`config.mk`:
```
export PLATFORM = sky130hd
export DESIGN_NAME = mem_ctrl_queue
export DESIGN_NICKNAME = d
export VERILOG_FILES = /design/src/rtl/mem_ctrl_queue.sv
export SDC_FILE = /design/constraint.sdc
export NUM_CORES = 1
export LEC_CHECK = 0
export CAP_MARGIN = 20
export CORE_ASPECT_RATIO = 1.25
export CORE_MARGIN = 8
export CORE_UTILIZATION = 53
export DETAILED_ROUTE_END_ITERATION = 8
export PLACE_DENSITY = 0.87
export SYNTH_ARGS = -nofsm -noshare
export SYNTH_HDL_FRONTEND = slang
export SYNTH_SLANG_ARGS = --single-unit
```
`constraint.sdc`:
```
create_clock -name clk -period 9.1 [get_ports clk]
set_input_delay 1.365 -clock clk [delete_from_list [all_inputs] [get_ports clk]]
set_output_delay 1.365 -clock clk [all_outputs]
set_load 0.01 [all_outputs]
```
`src/rtl/mem_ctrl_queue.sv`:
```
// In-order load/store queue with split addr_ok/data_ok bus handshakes and load extension.
// Optional MEMCTRL_PERF_EN adds perf_req_cnt/perf_stall_cnt outputs.
module mem_ctrl_queue #(
  parameter int unsigned DEPTH  = 2,
  parameter int unsigned ADDR_W = 32
) (
  input  logic              clk,
  input  logic              resetn,
  input  logic              flush,
  input  logic              req_valid,
  output logic              req_ready,
  input  logic [ADDR_W-1:0] req_addr,
  input  logic [1:0]        req_type,
  input  logic [1:0]        req_size,
  input  logic              req_signed,
  input  logic [31:0]       req_wdata,
  output logic              resp_valid,
  input  logic              resp_ready,
  output logic [31:0]       resp_rdata,
  output logic              resp_exc,
  output logic [2:0]        resp_exc_code,
  output logic [ADDR_W-1:0] resp_badv,
  output logic              mmu_valid,
  output logic              mmu_we,
  output logic [ADDR_W-1:0] mmu_addr,
  output logic [1:0]        mmu_size,
  output logic [3:0]        mmu_wstrb,
  output logic [31:0]       mmu_wdata,
  input  logic              mmu_addr_ok,
  input  logic              mmu_data_ok,
  input  logic [31:0]       mmu_rdata,
  input  logic              mmu_tlbr,
  input  logic              mmu_pil,
  input  logic              mmu_pis,
  input  logic              mmu_ppi,
  input  logic              mmu_pme
`ifdef MEMCTRL_PERF_EN
  ,
  output logic [31:0]       perf_req_cnt,
  output logic [31:0]       perf_stall_cnt
`endif
);

  localparam int unsigned PTR_W = $clog2(DEPTH);
  localparam int unsigned CNT_W = $clog2(DEPTH + 1);
  localparam int unsigned DSC_W = $clog2(2 * DEPTH);

  typedef struct packed {
    logic [1:0]        size;
    logic              sgn;
    logic [1:0]        off;
    logic              is_load;
    logic              exc;
    logic [2:0]        code;
    logic [ADDR_W-1:0] badv;
    logic              bus;
    logic              done;
    logic [31:0]       data;
  } entry_t;

  entry_t            ent_q [DEPTH];
  entry_t            ent_d [DEPTH];
  logic [PTR_W-1:0]  head_q, head_d, tail_q, tail_d;
  logic [CNT_W-1:0]  count_q, count_d;
  logic [DSC_W-1:0]  discard_q, discard_d;

  logic              is_ld, is_st, is_mem, ale, exc;
  logic [2:0]        code;
  logic              full, blocked, push, pop, take_data;
  logic              dhit;
  logic [PTR_W-1:0]  dptr, scan_idx;
  logic [CNT_W-1:0]  pend_cnt;
  logic [31:0]       ld_shift, ld_val;

  function automatic logic [31:0] load_ext(input logic [31:0] w, input logic [1:0] sz,
                                           input logic sg);
    case (sz)
      2'd0:    return {{24{sg & w[7]}}, w[7:0]};
      2'd1:    return {{16{sg & w[15]}}, w[15:0]};
      default: return w;
    endcase
  endfunction

  always_comb begin
    is_ld  = (req_type == 2'd1);
    is_st  = (req_type == 2'd2);
    is_mem = is_ld | is_st;
    ale    = ((req_size == 2'd1) && req_addr[0]) ||
             ((req_size == 2'd2) && (req_addr[1:0] != 2'b00));
    code   = 3'd0;
    if (is_mem) begin
      if (ale)           code = 3'd1;
      else if (mmu_tlbr) code = 3'd2;
      else if (mmu_pil)  code = 3'd3;
      else if (mmu_pis)  code = 3'd4;
      else if (mmu_ppi)  code = 3'd5;
      else if (mmu_pme)  code = 3'd6;
    end
    exc = (code != 3'd0);
  end

  // Counter holds up to 2*DEPTH-1 bus transactions; ">=" keeps the block active if it ever reaches DEPTH or beyond.
  assign full      = (count_q == CNT_W'(DEPTH));
  assign blocked   = (discard_q >= DSC_W'(DEPTH));
  assign mmu_valid = req_valid & ~full & is_mem & ~exc & ~flush & ~blocked;
  assign req_ready = req_valid & ~full & ~flush & (~is_mem | exc | (mmu_addr_ok & ~blocked));
  assign mmu_we    = is_st;
  assign mmu_addr  = req_addr;
  assign mmu_size  = req_size;

  always_comb begin
    mmu_wstrb = '0;
    mmu_wdata = req_wdata;
    case (req_size)
      2'd0: begin
        mmu_wdata = {4{req_wdata[7:0]}};
        if (is_st) mmu_wstrb = 4'b0001 << req_addr[1:0];
      end
      2'd1: begin
        mmu_wdata = {2{req_wdata[15:0]}};
        if (is_st) mmu_wstrb = req_addr[1] ? 4'b1100 : 4'b0011;
      end
      default: if (is_st) mmu_wstrb = 4'b1111;
    endcase
  end

  // Data pointer: oldest live entry still waiting on the bus, found by scanning from the head.
  always_comb begin
    dhit     = 1'b0;
    dptr     = head_q;
    pend_cnt = '0;
    scan_idx = head_q;
    for (int unsigned i = 0; i < DEPTH; i++) begin
      scan_idx = head_q + PTR_W'(i);
      if ((CNT_W'(i) < count_q) && ent_q[scan_idx].bus && !ent_q[scan_idx].done) begin
        pend_cnt = pend_cnt + 1'b1;
        if (!dhit) begin
          dhit = 1'b1;
          dptr = scan_idx;
        end
      end
    end
  end

  assign take_data = mmu_data_ok & (discard_q == '0) & dhit;
  assign ld_shift  = mmu_rdata >> {ent_q[dptr].off, 3'b000};
  assign ld_val    = load_ext(ld_shift, ent_q[dptr].size, ent_q[dptr].sgn);

  assign resp_valid    = (count_q != '0) & ent_q[head_q].done;
  assign resp_rdata    = ent_q[head_q].data;
  assign resp_exc      = ent_q[head_q].exc;
  assign resp_exc_code = ent_q[head_q].code;
  assign resp_badv     = ent_q[head_q].badv;

  assign push = req_ready;
  assign pop  = resp_valid & resp_ready;

  always_comb begin
    ent_d     = ent_q;
    head_d    = head_q;
    tail_d    = tail_q;
    discard_d = discard_q;
    if (take_data) begin
      ent_d[dptr].done = 1'b1;
      ent_d[dptr].data = ent_q[dptr].is_load ? ld_val : '0;
    end
    if (mmu_data_ok && (discard_q != '0)) discard_d = discard_q - 1'b1;
    if (pop) begin
      ent_d[head_q].bus  = 1'b0;
      ent_d[head_q].done = 1'b0;
      head_d             = head_q + 1'b1;
    end
    if (push) begin
      ent_d[tail_q].size    = req_size;
      ent_d[tail_q].sgn     = req_signed;
      ent_d[tail_q].off     = req_addr[1:0];
      ent_d[tail_q].is_load = is_ld;
      ent_d[tail_q].exc     = exc;
      ent_d[tail_q].code    = code;
      ent_d[tail_q].badv    = req_addr;
      ent_d[tail_q].bus     = is_mem & ~exc;
      ent_d[tail_q].done    = ~is_mem | exc;
      ent_d[tail_q].data    = '0;
      tail_d                = tail_q + 1'b1;
    end
    count_d = count_q + CNT_W'(push) - CNT_W'(pop);
    if (flush) begin
      // An entry completed by data_ok this cycle no longer owes the bus a response.
      discard_d = discard_d + DSC_W'(pend_cnt) - DSC_W'(take_data);
      head_d    = '0;
      tail_d    = '0;
      count_d   = '0;
      for (int unsigned i = 0; i < DEPTH; i++) begin
        ent_d[i].bus  = 1'b0;
        ent_d[i].done = 1'b0;
      end
    end
  end

  always_ff @(posedge clk or negedge resetn) begin
    if (!resetn) begin
      head_q    <= '0;
      tail_q    <= '0;
      count_q   <= '0;
      discard_q <= '0;
      for (int unsigned i = 0; i < DEPTH; i++) ent_q[i] <= '0;
    end else begin
      head_q    <= head_d;
      tail_q    <= tail_d;
      count_q   <= count_d;
      discard_q <= discard_d;
      for (int unsigned i = 0; i < DEPTH; i++) ent_q[i] <= ent_d[i];
    end
  end

`ifdef MEMCTRL_PERF_EN
  logic [31:0] perf_req_q, perf_stall_q;

  always_ff @(posedge clk or negedge resetn) begin
    if (!resetn) begin
      perf_req_q   <= '0;
      perf_stall_q <= '0;
    end else begin
      if (req_ready && is_mem)      perf_req_q   <= perf_req_q + 32'd1;
      if (req_valid && !req_ready)  perf_stall_q <= perf_stall_q + 32'd1;
    end
  end

  assign perf_req_cnt   = perf_req_q;
  assign perf_stall_cnt = perf_stall_q;
`endif

endmodule

```
# [Yosys cells after proc, flatten, opt, wreduce, memory -nomap -nowiden]
# Cells that the tools add are included.
[op_classes] n_addsub=8 n_lt_le_gt_ge=10 eq_ne=6 n_shift=2 muxes=84 bitwise=27 reduce_logical=22
[op_table] operator="152-bit bitwise mux" n=14
[op_table] operator="76-bit demux with 1-bit select" n=14
[op_table] operator="152-bit 2-to-1 mux" n=3
[op_table] operator="76-bit 2-to-1 mux" n=4
[op_table] operator="70-bit 2-to-1 mux" n=4
[op_table] operator="34-bit 2-to-1 mux" n=5
[op_table] operator="32-bit case mux with 2 select lines" n=2
[op_table] operator="33-bit 2-to-1 mux" n=3
[op_table] operator="32-bit 2-to-1 mux" n=3
[op_table] operator="74-bit 2-to-1 mux" n=1
[op_table] operator="73-bit 2-to-1 mux" n=1
[op_table] operator="71-bit 2-to-1 mux" n=1
[op_table] operator="69-bit 2-to-1 mux" n=1
[op_table] operator="66-bit 2-to-1 mux" n=1
[op_table] operator="32-bit by 5-bit right shift with 32-bit output" n=1
[op_table] operator="3-bit 2-to-1 mux" n=7
[op_table] operator="4-bit 2-to-1 mux" n=4
[op_table] operator="1-bit bitwise AND" n=15
[op_table] operator="2-bit 2-to-1 mux" n=6
[op_table] operator="2-bit >= comparator, second input constant" n=5
[op_table] operator="1-bit logical AND" n=10
[op_table] operator="2-bit nonzero test" n=5
[op_table] operator="1-bit 2-to-1 mux" n=9
[op_table] operator="1-bit NOT with 2-bit output" n=4
[op_table] operator="18 further kinds" n=36
[totals] reg_bits=158 inputBits=113 elab_cells=183

# [Logic depth before layout (Yosys ltp)]
# Gate-level depths: netlist (run 1).
[depth] word_depth=34 ltp_mapped=16 depth_no_buf=13

# [Worst setup path before layout (run 1)]
# OpenSTA, ideal clock, no wires.
[synth_timing] kind="input to output" startpoint="in req_size[0]" endpoint="out mmu_valid" t_arrival_ns=2.664 t_required_ns=7.735 setup_slack_ns=5.071 cell_stages=7 n_path_buf=1 cell_sequence="clkbuf_1 > and3b_1 > a21oi_1 > o21a_1 > and2_1 > nand2_1 > nor4_1"
[synth_via] elab_chain_cells=10 word_cells_on_any_way=12 cone_classes="eq/ne: 2; mux: 2; bitwise: 4; reduce/logical: 4"
[synth_lines] element="start, declared" line_no="14" rtl="input logic [1:0] req_size,"
[synth_lines] element="2-bit by 1-bit equality test with 1-bit output or 2-bit equality test (tied branches)" line_no="88, 89"
[synth_lines] element="1-bit logical AND, on equally long branches" line_no="88, 89"
[synth_lines] element="1-bit logical OR *" line_no="88" rtl="ale = ((req_size == 2'd1) && req_addr[0]) ||"
[synth_lines] element="3-bit 2-to-1 mux *" line_no="92" rtl="if (ale) code = 3'd1;"
[synth_lines] element="3-bit 2-to-1 mux *" line_no="91" rtl="if (is_mem) begin"
[synth_lines] element="3-bit nonzero test *" line_no="99" rtl="exc = (code != 3'd0);"
[synth_lines] element="1-bit NOT *" line_no="105" rtl="assign mmu_valid = req_valid & ~full & is_mem & ~exc & ~flush & ~blocked;"
[synth_lines] element="1-bit bitwise AND * (3 in a row)" line_no="105"
[synth_lines] element="end, declared" line_no="23" rtl="output logic mmu_valid,"
# Mark *: on every way between the ends. The rest lies on a longest branch, timed or not.

# [Worst setup path after layout (run 1)]
# Same ends and word-level chain as after synthesis.

==> results of run 1 <==
==> final timing paths <==
path,from,to,cells past startpoint
min in group asynchronous,resetn,ent_q[63]$_DFFE_PN0P_,1
min reg2reg,ent_q[97]$_DFF_PN0_,ent_q[97]$_DFF_PN0_,2
max in group asynchronous,resetn,ent_q[18]$_DFF_PN0_,2
max,req_size[0],mmu_valid,8
min,ent_q[97]$_DFF_PN0_,ent_q[97]$_DFF_PN0_,2
max reg2reg,head_q$_DFFE_PN0P_,ent_q[21]$_DFF_PN0_,8
==> synthesized netlist by cell type, types with 3 or more instances <==
| master | number |
|---|---|
| sky130_fd_sc_hd__nand3b_1 | 4 |
| sky130_fd_sc_hd__and3b_1 | 4 |
| sky130_fd_sc_hd__a31oi_1 | 8 |
| sky130_fd_sc_hd__nor2b_1 | 3 |
| sky130_fd_sc_hd__a221o_1 | 14 |
| sky130_fd_sc_hd__nand2b_1 | 4 |
| sky130_fd_sc_hd__nand2_1 | 187 |
| sky130_fd_sc_hd__nand3_1 | 14 |
| sky130_fd_sc_hd__o211ai_1 | 21 |
| sky130_fd_sc_hd__and2_1 | 3 |
| sky130_fd_sc_hd__dfrtp_1 | 154 |
| sky130_fd_sc_hd__nor3_1 | 3 |
| sky130_fd_sc_hd__inv_1 | 21 |
| sky130_fd_sc_hd__o21a_1 | 6 |
| sky130_fd_sc_hd__buf_2 | 13 |
| sky130_fd_sc_hd__buf_4 | 45 |
| sky130_fd_sc_hd__nor2_1 | 33 |
| sky130_fd_sc_hd__mux2i_1 | 19 |
| sky130_fd_sc_hd__buf_1 | 3 |
| sky130_fd_sc_hd__nor3b_1 | 4 |
| sky130_fd_sc_hd__o21ai_2 | 10 |
| sky130_fd_sc_hd__clkbuf_1 | 34 |
| sky130_fd_sc_hd__mux2_2 | 125 |
| sky130_fd_sc_hd__a21o_1 | 10 |
| sky130_fd_sc_hd__a22oi_1 | 17 |
| sky130_fd_sc_hd__a21oi_1 | 9 |
| sky130_fd_sc_hd__buf_6 | 7 |
| sky130_fd_sc_hd__ha_1 | 10 |
| sky130_fd_sc_hd__o21ai_1 | 15 |
| sky130_fd_sc_hd__a22o_1 | 17 |
| sky130_fd_sc_hd__xnor2_1 | 6 |
| sky130_fd_sc_hd__o21ai_0 | 49 |
==> sequential cells by signal (all words and copies together), names as in the netlist <==
register and cells:
discard_q 2, ent_q 148, head_q 1, tail_q 1
count_q 2
==> layout make-up <==
class | count | area, µm² | share of cell area [%]
Clock buffer | 17 | 425.4 | 3.511
Timing Repair Buffer | 265 | 2656 | 21.92
Multi-Input combinational cell | 648 | 4624 | 38.16
Sequential cell | 154 | 3857 | 31.83
Clock inverter | 15 | 200.2 | 1.652
Inverter | 21 | 78.83 | 0.6505
Tap cell | 220 | 275.3 | 2.272
==> layer usage <==
metal,vias up,track usage (%),routed length (µm)
met3,54,7.191,2443
met1,3899,31.38,10940
met2,431,45.66,14910
met4,0,9.770,684
li1,3609,-,-
met5,-,0,0
==> power by group <==
| group | switching (mW) | internal (mW) | leakage [nW] |
|---|---|---|---|
| clock | 0.311 | 0.443 | 0.312 |
| sequential | 0.0812 | 0.795 | 2.01 |
| combinational | 0.349 | 0.323 | 2.89 |
| total | 0.741 | 1.56 | 5.21 |
==> worst max-delay path: stages <==
cell and delay, ns:
sky130_fd_sc_hd__clkdlybuf4s50_1 0.95, sky130_fd_sc_hd__and3b_1 0.25, sky130_fd_sc_hd__a21oi_1 0.26, sky130_fd_sc_hd__o21a_1 0.21, sky130_fd_sc_hd__and2_1 0.23, sky130_fd_sc_hd__nand2_1 0.12
sky130_fd_sc_hd__nor4_1 0.20, sky130_fd_sc_hd__clkdlybuf4s50_1 0.60
==> through the flow <==
step	cell area [µm²]	setup slack, ns	hold slack, ns	std cells
3_5_place_dp	11450	3.633	0.4621	1306
5_1_grt	12120	3.399	0.5038	1340
4_1_cts	12070	3.522	0.4768	1338
2_1_floorplan	9155	5.071	0.4417	925
3_3_place_gp	11450	3.711	0.4538	1306
6_report	12120	3.533	0.4777	1340
==> cell usage in the layout (no fill, tap or decap), types with 8 or more instances in the layout <==
cell and n:
sky130_fd_sc_hd__clkdlybuf4s50_1 253, sky130_fd_sc_hd__a21o_1 10, sky130_fd_sc_hd__dfrtp_1 153, sky130_fd_sc_hd__a22oi_1 17, sky130_fd_sc_hd__a22o_1 17, sky130_fd_sc_hd__o211ai_1 21, sky130_fd_sc_hd__o21ai_2 10, sky130_fd_sc_hd__clkbuf_16 18
sky130_fd_sc_hd__mux2_2 125, sky130_fd_sc_hd__o21ai_1 15, sky130_fd_sc_hd__a31oi_1 8, sky130_fd_sc_hd__nor2_1 28, sky130_fd_sc_hd__buf_4 9, sky130_fd_sc_hd__o21ai_0 49, sky130_fd_sc_hd__a21oi_1 9, sky130_fd_sc_hd__inv_1 21
sky130_fd_sc_hd__nand2_1 187, sky130_fd_sc_hd__ha_1 10, sky130_fd_sc_hd__a221o_1 14, sky130_fd_sc_hd__nand3_1 14, sky130_fd_sc_hd__mux2i_1 19
==> logic make-up after synthesis <==
logic type	Yosys count	synth area share, %
XOR/XNOR	8	0.7654
AO/OA/AOI/OAI	203	16.29
buffers and inverters	123	7.640
flip-flops	154	42.09
AND/OR/NAND/NOR	280	13.93
adder cells (fa/ha/maj)	10	1.367
multiplexers	147	17.92
==> results.ini, run 1 <==
[global_route]
grt_first_pass_wirelength_um=46050
pin_count_of_the_biggest_net_entering_global_routing=80
global_route.usage.total_pct=26.64
overflow=0
antenna_found_initial=0
grt_pass1_vias=8357

[pwr]
p_total_mw=2.302
leakagePower_nw=5.208
power.density_mw_per_mm2=190.0
peakVddDrop_uv=164.0

[sta]
timing.clock.skew_ns=0.01103
finalSetupTns_ns=0
period_share_pct=61.18
final_max_slew_viol_count=0
finalSetupViolations=0
highest_attainable_clock_frequency_mhz=179.6
hold_viol=0
actual_slew_at_the_worst_max_slew_pin_ns=1.047
rsz0062_at_grt=false
slew_headroom_pct=30.23
post-route-min-period_ns=5.567

[cells_and_area]
finalCoreUtilization_pct=71.94
num-fill-cells=1191
drive_above_1_share_pct=18.75
antennaDiodeCount=0
areaGrowthSynthToFinish_pct=32.36
nNetsFinal=1230

[clock_network]
clk_pin_slew_ns=0.06
cts-hold-fix-buffers=0
cts_repair_resize_count=0
clock_tree.buffer_depth=2
clock_insertion_delay_worst_skew_ns=0.43
cts.sinks=154
clk_root_buffer_cell=sky130_fd_sc_hd__clkbuf_16
cts_post_setup_buffers_inserted=0
cts_made_buffers=17
tritoncts=yes
cts.htree.levels=4

[critical_path]
reg2reg_setup_slack_ns=4.44
crit_path_max_fanout=15
startpoint_type=primary input
end_kind=output pin
worst-endpoint-required_ns=7.74
critPathArrivalTime_ns=4.20
worst-setup-path-type=in -> out

[route]
drtIter0Drc=662
via_count=7993
detail_route.wirelength_um=28980
drc=0
vias_per_cell=5.965
first_pass_iteration_count_of_the_detailed_router=9
routed_wire_length_per_instance_um=21.63
post_route_antenna_net_violation_count=0

[outcome]
outcome=complete, no violations

[yosys]
postSynthAreaPerCell_um2=9.897
asyncSetResetFlopFracSynth_pct=100.0
netlist.top_cell.by_area=sky130_fd_sc_hd__dfrtp_1
synth.distinct_cells=71
synth.top_cells.by_area=sky130_fd_sc_hd__dfrtp_1 42%, sky130_fd_sc_hd__mux2_2 15%, sky130_fd_sc_hd__nand2_1 7.7%
yosys_register_bits=154
ys_warn_count=0
synth.net_count=1048
instance_count_of_the_mapped_netlist=925
synth_edf_count=0
netlist_area_mm2=0.009155
postSynth.topFlopCell=sky130_fd_sc_hd__dfrtp_1
yosysSeqAreaShare_pct=42.09
netlist.area_leader.share_pct=42.09

[floorplanning]
start_util_pct=54.35
placeableCoreArea_mm2=0.01684
chipHeight_um=162.9
die_width_um=133.6
ports_placed_on_the_boundary=255
design.die.area_mm2=0.02176
row_count=53

[placement]
gp_congestion=0.8655
place_hpwl_um=20540
place.port_buffers=254

[min_path]
worstHoldPathType=reg -> reg

[flow_run]
maxCapViolations=0

No activity file was read; power rests on OpenSTA's default activity.
==> run 2, diff against run 1 <==
--- a/config.mk
+++ b/config.mk
@@ -8,9 +8,9 @@
 export CAP_MARGIN = 20
 export CORE_ASPECT_RATIO = 1.25
 export CORE_MARGIN = 8
-export CORE_UTILIZATION = 53
+export CORE_UTILIZATION = 44
 export DETAILED_ROUTE_END_ITERATION = 8
-export PLACE_DENSITY = 0.87
+export PLACE_DENSITY = 0.77
 export SYNTH_ARGS = -nofsm -noshare
 export SYNTH_HDL_FRONTEND = slang
 export SYNTH_SLANG_ARGS = --single-unit
==> constraint.sdc (replaced) <==
create_clock -name clk -period 4.8 [get_ports clk]
set_input_delay 0.72 -clock clk [delete_from_list [all_inputs] [get_ports clk]]
set_output_delay 0.72 -clock clk [all_outputs]
set_load 0.01 [all_outputs]
==> results.ini, run 2 (synthesized netlist as in run 1, its figures left out) <==
[placement]
place_hpwl_um=19260  ; was 20540 µm
gp_congestion=0.9261  ; was 0.8655
placement.setup.worst_slack_ns=0.9092  ; was 3.633 ns
place.port_buffers=254  ; unchanged
dp_cells=1368  ; was 1306
dpl_cell_area_mm2=0.01157  ; was 0.01145 mm²

[critical_path]
critPathArrivalTime_ns=3.19  ; was 4.20 ns
reg2reg_setup_slack_ns=1.03  ; was 4.44 ns
end_kind=output pin  ; unchanged
reg2reg_depth=7  ; was 8
worst-setup-path-type=in -> out  ; unchanged
worst-endpoint-required_ns=4.08  ; was 7.74 ns
crit_path_max_fanout=6  ; was 15
startpoint_type=primary input  ; unchanged
worst_setup_path_startpoint=req_type[0]  ; was req_size[0]
critPathCapture=req_ready  ; was mmu_valid
crit-reg2reg-launch=head_q$_DFFE_PN0P_  ; unchanged
critical_path.reg2reg.endpoint=ent_q[103]$_DFF_PN0_  ; was ent_q[21]$_DFF_PN0_

[clock_network]
tritoncts=yes  ; unchanged
cts.htree.levels=4  ; unchanged
clock_insertion_delay_worst_skew_ns=0.43  ; about the same
clock_tree.buffer_depth=2  ; unchanged
cts.sinks=154  ; unchanged
cts_made_buffers=17  ; unchanged
clk_root_buffer_cell=sky130_fd_sc_hd__clkbuf_16  ; unchanged
cts-hold-fix-buffers=0  ; unchanged
clk_pin_slew_ns=0.07  ; was 0.06 ns
cts_post_setup_buffers_inserted=0  ; unchanged
cts_repair_resize_count=0  ; unchanged

[global_route]
global_route.usage.total_pct=20.68  ; was 26.64%
grt_pass1_vias=8120  ; was 8357
pin_count_of_the_biggest_net_entering_global_routing=87  ; was 80
antenna_found_initial=0  ; unchanged
grt_first_pass_wirelength_um=43080  ; was 46050 µm
overflow=0  ; unchanged

[floorplanning]
chipHeight_um=177.3  ; was 162.9 µm
ports_placed_on_the_boundary=255  ; unchanged
row_count=59  ; was 53
die_width_um=145.0  ; was 133.6 µm
placeableCoreArea_mm2=0.02060  ; was 0.01684 mm²
start_util_pct=44.45  ; was 54.35%
design.die.area_mm2=0.02571  ; was 0.02176 mm²

[route]
detail_route.wirelength_um=26970  ; was 28980 µm
via_count=7740  ; was 7993
routed_wire_length_per_instance_um=19.26  ; was 21.63 µm
post_route_antenna_net_violation_count=0  ; unchanged
drc=0  ; unchanged
first_pass_iteration_count_of_the_detailed_router=5  ; was 9
drtIter0Drc=585  ; was 662
vias_per_cell=5.529  ; was 5.965

[sta]
rsz0062_at_grt=false  ; unchanged
highest_attainable_clock_frequency_mhz=255.8
final.hold.worst_slack_ns=0.3243  ; was 0.4777 ns
slew_headroom_pct=31.98  ; was 30.23%
post-route-min-period_ns=3.910
timing.clock.skew_ns=0.01271  ; was 0.01103 ns
period_share_pct=81.46
final_max_slew_viol_count=0  ; unchanged
hold_viol=0  ; unchanged
finalSetupTns_ns=0  ; unchanged
finalSetupViolations=0  ; unchanged
actual_slew_at_the_worst_max_slew_pin_ns=1.020  ; was 1.047 ns
worst_slack_ns=0.8901  ; was 3.533 ns

[cells_and_area]
final-seq-area_mm2=0.003857  ; unchanged
areaGrowthSynthToFinish_pct=33.01  ; was 32.36%
antennaDiodeCount=0  ; unchanged
largest_register_ff_count=148  ; unchanged
largestRegisters=ent_q x148, count_q x2, discard_q x2  ; unchanged
layout.cells.most_common_list=253 x sky130_fd_sc_hd__clkdlybuf4s50_1, 187 x sky130_fd_sc_hd__nand2_1, 153 x sky130_fd_sc_hd__dfrtp_1, 125 x sky130_fd_sc_hd__mux2_2, 49 x sky130_fd_sc_hd__o21ai_0  ; unchanged
drive_above_1_share_pct=19.09  ; was 18.75%
nNetsFinal=1236  ; was 1230
final_common_cell=sky130_fd_sc_hd__clkdlybuf4s50_1  ; unchanged
area_taken_by_multi_input_logic_gates_mm2=0.004622  ; was 0.004624 mm²
num-fill-cells=1736  ; was 1191
finalCoreUtilization_pct=59.12  ; was 71.94%
regMostFlops=ent_q  ; unchanged
final_cell_count_no_fill=1400  ; was 1340
final_design_area_no_fill_mm2=0.01218  ; was 0.01212 mm²

[min_path]
worstHoldPathType=in -> async  ; was reg -> reg

[pwr]
peakVddDrop_uv=259.3  ; was 164.0 µV
power.density_mw_per_mm2=349.8  ; was 190.0 mW/mm²
p_total_mw=4.260  ; was 2.302 mW
leakagePower_nw=5.217  ; was 5.208 nW

[outcome]
outcome=complete, no violations  ; unchanged

[flow_run]
maxCapViolations=0  ; unchanged

## run 2: final cells by class
| cell class | instances | area share, % |
|---|---|---|
| clock buffer | 17 | 3.494 |
| clock inverter | 15 | 1.469 |
| inverter | 21 | 0.6473 |
| multi-input combinational | 648 | 37.96 |
| sequential | 154 | 31.68 |
| tap | 274 | 2.815 |
| timing repair buffer | 271 | 21.94 |
## run 2: critical path: stages
cell and delay, ns:
sky130_fd_sc_hd__clkdlybuf4s50_1 0.49, sky130_fd_sc_hd__inv_1 0.05, sky130_fd_sc_hd__ha_1 0.35, sky130_fd_sc_hd__or3_1 0.35, sky130_fd_sc_hd__a21oi_1 0.13, sky130_fd_sc_hd__o2111a_1 0.44, sky130_fd_sc_hd__nor2_1 0.14, sky130_fd_sc_hd__clkdlybuf4s50_1 0.51
## run 2: how the worst min path moves through the flow
stage	depth (start not counted)	end	slack [ns]	start
after floorplan	0	count_q[0]$_DFF_PN0_	0.42	resetn
after global placement	2	ent_q[126]$_DFFE_PN0P_	0.45	ent_q[126]$_DFFE_PN0P_
after detailed placement	2	ent_q[138]$_DFFE_PN0P_	0.46	ent_q[138]$_DFFE_PN0P_
after CTS	1	ent_q[61]$_DFFE_PN0P_	0.36	resetn
after global routing	1	ent_q[58]$_DFFE_PN0P_	0.39	resetn
final	1	ent_q[61]$_DFFE_PN0P_	0.32	resetn
## run 2: layer usage
layer  GRT usage [%]  vias up  share of wire (%)
met4           6.851        0                1.9
met1           25.38     3769                 42
met2           33.89      310                 48
li1                -     3627                  -
met3           6.600       34                8.4
met5               0        -                  0
## run 2: power by group
group / leakage (nW) / internal [mW] / switching (mW) / total, mW
combinational: 2.91 / 0.617 / 0.623 / 1.24
clock: 0.300 / 0.786 / 0.588 / 1.37
sequential: 2.01 / 1.51 / 0.138 / 1.65
